[src/rtl/vga_draw_arbiter.sv]
// -----------------------------------------------------------------------------
// vga_draw_arbiter
//
// Shares the VGA adapter's single pixel-write port between NUM_CH sprite/object
// drawers (channel 0 = player). A drawer holds req high for its whole burst and
// owns the port while grant is set for it. Each pixel is handed over with a
// one-cycle ack/plot pair. Consecutive plots are spaced by a global pace
// counter that freezes while the adapter reports busy.
//
// Build option:
//   VGA_DRAW_ARB_ROUND_ROBIN_EN  defined   -> round-robin arbitration, search
//                                            starts at the channel after the
//                                            last owner
//                                undefined -> fixed priority, lowest index wins
//
// Ports:
//   clk        system clock, rising-edge active
//   resetn     asynchronous active-low reset
//   req        per-channel burst request
//   x_in       packed x coordinates, channel i at [i*X_W +: X_W]
//   y_in       packed y coordinates, same packing
//   color_in   packed colours, same packing
//   vga_busy   adapter cannot take a pixel this cycle
//   grant      one-hot (or zero) current owner
//   ack        one-cycle pulse to the owner when its pixel is taken
//   x_out      registered pixel x, held between plots
//   y_out      registered pixel y, held between plots
//   color_out  registered pixel colour, held between plots
//   plot       one-cycle write strobe to the adapter
// -----------------------------------------------------------------------------
module vga_draw_arbiter #(
   parameter int NUM_CH      = 4,
   parameter int X_W         = 8,
   parameter int Y_W         = 7,
   parameter int C_W         = 3,
   parameter int PACE_CYCLES = 100
) (
   input  logic                    clk,
   input  logic                    resetn,
   input  logic [NUM_CH-1:0]       req,
   input  logic [NUM_CH*X_W-1:0]   x_in,
   input  logic [NUM_CH*Y_W-1:0]   y_in,
   input  logic [NUM_CH*C_W-1:0]   color_in,
   input  logic                    vga_busy,
   output logic [NUM_CH-1:0]       grant,
   output logic [NUM_CH-1:0]       ack,
   output logic [X_W-1:0]          x_out,
   output logic [Y_W-1:0]          y_out,
   output logic [C_W-1:0]          color_out,
   output logic                    plot
);

   localparam int OW = (NUM_CH > 1) ? $clog2(NUM_CH) : 1;
   localparam int PW = $clog2(PACE_CYCLES + 1);
   localparam logic [PW-1:0] PACE_LOAD = PW'(PACE_CYCLES - 1);

   typedef enum logic {
      S_IDLE,
      S_OWN
   } state_t;

   state_t            state_q, state_d;
   logic [OW-1:0]     owner_q, owner_d;
   logic [PW-1:0]     pace_q,  pace_d;
   logic [NUM_CH-1:0] grant_d, ack_d;
   logic [X_W-1:0]    x_d;
   logic [Y_W-1:0]    y_d;
   logic [C_W-1:0]    color_d;
   logic              plot_d;

   logic              win_valid;
   logic [OW-1:0]     win_idx;
   logic              accept;
   logic [X_W-1:0]    own_x;
   logic [Y_W-1:0]    own_y;
   logic [C_W-1:0]    own_color;

`ifdef VGA_DRAW_ARB_ROUND_ROBIN_EN
   logic [OW-1:0]     rr_q, rr_d;
`endif

   // Only the owner's pixel data is ever looked at.
   assign own_x     = x_in[int'(owner_q) * X_W +: X_W];
   assign own_y     = y_in[int'(owner_q) * Y_W +: Y_W];
   assign own_color = color_in[int'(owner_q) * C_W +: C_W];

   assign accept = (state_q == S_OWN) && req[owner_q] && !vga_busy && (pace_q == '0);

   // Winner search. Round-robin starts at rr_q and wraps; fixed priority
   // starts at channel 0.
   always_comb begin : arb_sel
      int unsigned idx;
      win_valid = 1'b0;
      win_idx   = '0;
      idx       = 0;
      for (int unsigned k = 0; k < NUM_CH; k++) begin
`ifdef VGA_DRAW_ARB_ROUND_ROBIN_EN
         idx = (32'(rr_q) + k) % NUM_CH;
`else
         idx = k;
`endif
         if (!win_valid && req[idx]) begin
            win_valid = 1'b1;
            win_idx   = OW'(idx);
         end
      end
   end

   always_comb begin
      state_d = state_q;
      owner_d = owner_q;
      grant_d = grant;
      ack_d   = '0;
      plot_d  = 1'b0;
      x_d     = x_out;
      y_d     = y_out;
      color_d = color_out;
`ifdef VGA_DRAW_ARB_ROUND_ROBIN_EN
      rr_d    = rr_q;
`endif

      case (state_q)
         S_IDLE: begin
            if (win_valid) begin
               state_d          = S_OWN;
               owner_d          = win_idx;
               grant_d          = '0;
               grant_d[win_idx] = 1'b1;
            end
         end
         S_OWN: begin
            if (!req[owner_q]) begin
               state_d = S_IDLE;
               grant_d = '0;
`ifdef VGA_DRAW_ARB_ROUND_ROBIN_EN
               rr_d = (owner_q == OW'(NUM_CH - 1)) ? '0 : owner_q + 1'b1;
`endif
            end else if (accept) begin
               plot_d  = 1'b1;
               ack_d   = grant;
               x_d     = own_x;
               y_d     = own_y;
               color_d = own_color;
            end
         end
         default: begin
            state_d = S_IDLE;
            grant_d = '0;
         end
      endcase

      // Pacing is global: it keeps running across grant changes and in IDLE.
      if (accept) begin
         pace_d = PACE_LOAD;
      end else if ((pace_q != '0) && !vga_busy) begin
         pace_d = pace_q - 1'b1;
      end else begin
         pace_d = pace_q;
      end
   end

   always_ff @(posedge clk or negedge resetn) begin
      if (!resetn) begin
         state_q   <= S_IDLE;
         owner_q   <= '0;
         pace_q    <= '0;
         grant     <= '0;
         ack       <= '0;
         plot      <= 1'b0;
         x_out     <= '0;
         y_out     <= '0;
         color_out <= '0;
`ifdef VGA_DRAW_ARB_ROUND_ROBIN_EN
         rr_q      <= '0;
`endif
      end else begin
         state_q   <= state_d;
         owner_q   <= owner_d;
         pace_q    <= pace_d;
         grant     <= grant_d;
         ack       <= ack_d;
         plot      <= plot_d;
         x_out     <= x_d;
         y_out     <= y_d;
         color_out <= color_d;
`ifdef VGA_DRAW_ARB_ROUND_ROBIN_EN
         rr_q      <= rr_d;
`endif
      end
   end

endmodule

[config.mk]
export PLATFORM = sky130hd
export DESIGN_NAME = vga_draw_arbiter
export DESIGN_NICKNAME = d
export VERILOG_FILES = /design/src/rtl/vga_draw_arbiter.sv
export SDC_FILE = /design/constraint.sdc
export NUM_CORES = 1
export LEC_CHECK = 0
export ABC_AREA = 1
export BUFFER_PORTS_ARGS = -buffer_cell sky130_fd_sc_hd__buf_2
export CAP_MARGIN = 20
export CORE_MARGIN = 10
export CORE_UTILIZATION = 30
export CTS_CLUSTER_DIAMETER = 60
export DETAILED_ROUTE_END_ITERATION = 8
export GPL_ROUTABILITY_DRIVEN = 0
export GPL_TIMING_DRIVEN = 0
export PLACE_DENSITY = 0.66
export SLEW_MARGIN = 15
export SYNTH_ARGS = -nofsm -noshare
export SYNTH_HDL_FRONTEND = slang
export SYNTH_SLANG_ARGS = --single-unit
[constraint.sdc]
create_clock -name clk -period 4.3 [get_ports clk]
set_input_delay 0.43 -clock clk [delete_from_list [all_inputs] [get_ports clk]]
set_output_delay 0.43 -clock clk [all_outputs]
set_load 0.02 [all_outputs]
Yosys cells after proc, flatten, opt, wreduce, memory -nomap -nowiden. Cells that the tools add are included.

$add $sub $neg: 1. Multipliers: 2. Order comparisons: 3. Equality and inequality tests: 2. Shifts and indexed selects: 3. Mux-type cells: 25. Bitwise gates (word level): 1. Reductions and logical operators: 18.

Operators with widths (number): $shiftx 32x6->8 (1); $shiftx 28x6->7 (1); $mux 4 (5); $mux 7 (2); $mux 1 (12); $shiftx 12x5->3 (1); $logic_and 1x1->1 (8); $pmux 4 s2 (1); $logic_not 7->1 (1); $reduce_bool 7->1 (1); $sub 7x1->7 const B (1); $lt 2x3->1 const B (2); $mul 2x3->5 const B (1); $logic_not 1->1 (4); $mul 2x2->4 const B (1); $mux 2 (2); $ne 2x2->1 const B (2); $reduce_and 2->1 (2); $reduce_and 3->1 (1); $bmux 1 s2 (1); $demux 1 s2 (1); $ge 2x1->1 const B (1); $pmux 1 s2 (1); $reduce_bool 2->1 (1); $not 1->1 (1).

Register bits: 37. Input port bits: 79. Output and inout bits: 27.

Logic depth before layout (Yosys ltp).
Depth after elaboration: 16. Mapped depth: 11. Mapped depth without buffers: 10.

Worst setup path after synthesis. Ideal clock, no wire load.

Path type: register to register. From: register pace_q[0]. To: register pace_q[5]. Setup time: 0.127 ns. Arrival time: 1.345 ns. Required time: 4.173 ns. Path slack: 2.828 ns. Cell stages (with the launch flop): 12. Clock period less this slack: 1.472 ns. Cells stage by stage: dfrtp_1 > inv_1 > ha_1 > inv_1 > nor2_1 > nand2_1 > nor2_4 > buf_4 > nor2_1 > nand2_1 > nand2_1 > nand3_1.

Word-level cells in the longest chain between the ends: 3. Elaborated cells on any way between the ends: 8.

RTL lines: start, declared (line 64) `logic [PW-1:0] pace_q, pace_d;`; start signal, assigned (line 179) `pace_q <= pace_d;`; $sub 7x1->7 (tied with other cells) (line 156) `pace_d = pace_q - 1'b1;`; $mux 7 (tied with other cells) (line 155) `end else if ((pace_q != '0) && !vga_busy) begin`; $mux 7 or $reduce_bool 2->1 (tied branches).

Parallel ways exist; a longest one is shown, timed or not. The select of a mux whose other input is x is not followed. A chain may end at the register's enable or synchronous reset.

Final worst setup path.
From: register pace_q[0]. To: register x_out[0].

Word-level cells in the longest chain between the ends: 3.

RTL lines: $logic_not 7->1 (line 87) `assign accept = (state_q == S_OWN) && req[owner_q] && !vga_busy && (pace_q == '0);`; $logic_and 1x1->1 (line 87); $reduce_and 3->1 (no source line); end signal, assigned (line 170) `x_out <= '0;`; end signal, assigned (line 183) `x_out <= x_d;`; end, declared (line 47) `output logic [X_W-1:0] x_out,`.

No other way between the ends.

==> results.py <==
metrics = {
    "routing": {
        "vias_per_cell": 4.41,
        "drt_iter0_drc": 127,
        "vias": 2665,
        "avgRoutedWirePerCell_um": 12.8,
        "ant_nets": 0,
        "drtPass1Iterations": 6,
        "routed_wl_um": 7730,
        "drcViolationCount": 0,
    },
    "finish": {
        "final_util": 0.411,
        "num_antenna_cells": 0,
        "syn2layout_area_growth_pct": 31.5,
        "design_area_mm2": 0.00323,
        "final_nets": 581,
        "drive_gt1_frac": 0.275,
        "layout.cells.non_filler": 604,
        "fillCellCount": 878,
    },
    "yosys": {
        "yosysMostFrequentCell": "nand2_1",
        "synth-seq-cells": 37,
        "syn_inst": 389,
        "synth_area_per_cell_um2": 6.30,
        "synth-edff-count": 0,
        "synth_area_mm2": 0.00245,
        "ys.flop_type": "dfrtp_1",
        "ys_warn_count": 0,
        "synth-seq-area-share": 0.378,
        "async_flop_share": 1.00,
        "yosys.area.top_type": "dfrtp_1",
        "yosys-top-cells-count": "nand2_1, inv_1, dfrtp_1",
        "synthTopCellsByArea": "dfrtp_1, nand2_1, inv_1",
        "synthDistinctLibCells": 24,
        "synth_nets": 469,
        "synth.top_cell.area_share": 0.378,
    },
    "setup_path": {
        "reg2reg_from": "pace_q[0]$_DFFE_PN0P_",
        "crit_arrival_ns": 1.93,
        "required_ns": 4.53,
        "worst-r2r-cell-count": 10,
        "worstSetupEndpointType": "flip-flop",
        "r2r_setup_slack_ns": 2.60,
        "start_kind": "flip-flop",
        "cp_max_fo": 10,
        "worstReg2RegEnd": "x_out[0]$_DFFE_PN0P_",
        "worstSetupPathType": "reg2reg",
    },
    "global_routing": {
        "grt_overflow": 0,
        "grt_antenna_before_repair": 0,
        "grt_pass1_vias": 2704,
        "grt_max_degree": 38,
        "track_usage": 0.123,
        "grt_pass1_wl_um": 12800,
    },
    "cts": {
        "cts_setup_buffers": 0,
        "cts_hold_buf": 0,
        "clk_pin_slew_ns": 0.08,
        "cts-root-buf": "clkbuf_8",
        "cts_tree": "done",
        "cts.sinks": 37,
        "cts-resized-gates": 0,
        "clock_latency_ns": 0.29,
        "cts_buffers": 5,
        "cts_buffer_depth": 2,
        "cts_htree_levels": 2,
    },
    "sta": {
        "clock_skew_ns": 0.00580,
        "rsz0062_at_grt": "no",
        "setup_violations": 0,
        "setup_tns_ns": 0,
        "fin_crit_sh": 0.394,
        "hold_violations": 0,
        "tightestPinTransition_ns": 0.800,
        "holdWs_ns": 0.216,
        "setup_ws_ns": 2.60,
        "timing.slew.headroom": 0.467,
        "post-route-min-period_ns": 1.70,
        "slew_violations": 0,
        "fmax_mhz": 590,
    },
    "place": {
        "hpwlAfterDp_um": 6430,
        "pre_cts_ws_ns": 2.63,
        "io_buffers": 105,
        "placed_cells": 596,
        "placed_area_mm2": 0.00311,
    },
    "run_status": {
        "outcome": "finished clean",
    },
    "floorplan": {
        "initial_core_util": 0.313,
        "dieArea_mm2": 0.0122,
        "coreArea_mm2": 0.00785,
        "ios": 106,
        "die-height_um": 110,
        "fp.dieW_um": 110,
        "row_count": 32,
    },
    "power_and_ir_drop": {
        "vdd_drop_max_mv": 0.193,
        "p_per_area_mw_per_mm2": 603,
        "p_total_mw": 1.95,
        "leakage_nw": 2.02,
    },
    "hold_path": {
        "hold_class": "in2async",
    },
    "flow_run": {
        "maxCapViolCount": 0,
    },
}
==> cells in the final DEF (no fill, tap or decap), types with 3 or more instances in the layout <==
cell type / instances
buf_2: 117
buf_4: 3
clkbuf_8: 6
dfrtp_1: 37
inv_1: 52
nand2_1: 188
nand3_1: 30
nand4_1: 18
nor2_1: 18
o21ai_0: 8
o21ai_1: 3
==> cell type report <==
type / instances / area [um2] / area share
Inverter: 54 / 203 / 0.0628
Multi-Input combinational cell: 279 / 1210 / 0.375
Timing Repair Buffer: 105 / 526 / 0.163
Sequential cell: 37 / 926 / 0.287
Tap cell: 102 / 128 / 0.0396
Clock buffer: 6 / 82.6 / 0.0256
Buffer: 19 / 113 / 0.0349
Clock inverter: 2 / 37.5 / 0.0116
==> how the worst max path moves through the flow <==
stage,cells past startpoint,slack [ns],from,endpoint
CTS,10,2.61,pace_q[0]$_DFFE_PN0P_,x_out[0]$_DFFE_PN0P_
floorplan,11,2.83,pace_q[0]$_DFFE_PN0P_,pace_q[5]$_DFFE_PN0P_
global placement,11,2.67,pace_q[0]$_DFFE_PN0P_,pace_q[5]$_DFFE_PN0P_
global route,10,2.41,pace_q[0]$_DFFE_PN0P_,x_out[4]$_DFFE_PN0P_
finish,10,2.60,pace_q[0]$_DFFE_PN0P_,x_out[0]$_DFFE_PN0P_
detailed placement,10,2.63,pace_q[0]$_DFFE_PN0P_,x_out[0]$_DFFE_PN0P_
==> state kept, by name, indices dropped and copies added, names as in the netlist <==
signal,count
x_out,8
grant,4
color_out,3
owner_q,2
y_out,7
ack,4
state_q,1
pace_q,7
plot,1
==> worst max-delay path: stages (launching register included) <==
cell	delay, ns
dfrtp_1	0.39
inv_1	0.09
ha_1	0.17
inv_1	0.06
nor2_1	0.09
nand2_1	0.13
nor2_4	0.15
buf_4	0.18
buf_4	0.17
nand4_1	0.13
nand2_1	0.09
==> where the power goes <==
group	switching [mW]	leakage [nW]	internal, mW
Sequential	0.0789	0.482	0.469
Clock	0.124	0.0574	0.189
Combinational	0.714	1.48	0.372
==> layer usage <==
layer / vias to the layer above / part of all wire / GRT usage
met3: 10 / 0.042 / 0.0249
li1: 1410 / - / -
met5: - / 0 / 0
met4: 0 / 0.015 / 0.0380
met2: 77 / 0.46 / 0.205
met1: 1168 / 0.48 / 0.154
==> cell families after synthesis <==
| logic type | synth area share |
|---|---|
| compound gates | 0.0342 |
| buf+inv | 0.129 |
| simple gates | 0.451 |
| xor+xnor | 0.00357 |
| fa+ha+maj | 0.00510 |
| flops | 0.378 |
No activity file was read; power rests on OpenSTA's default activity.
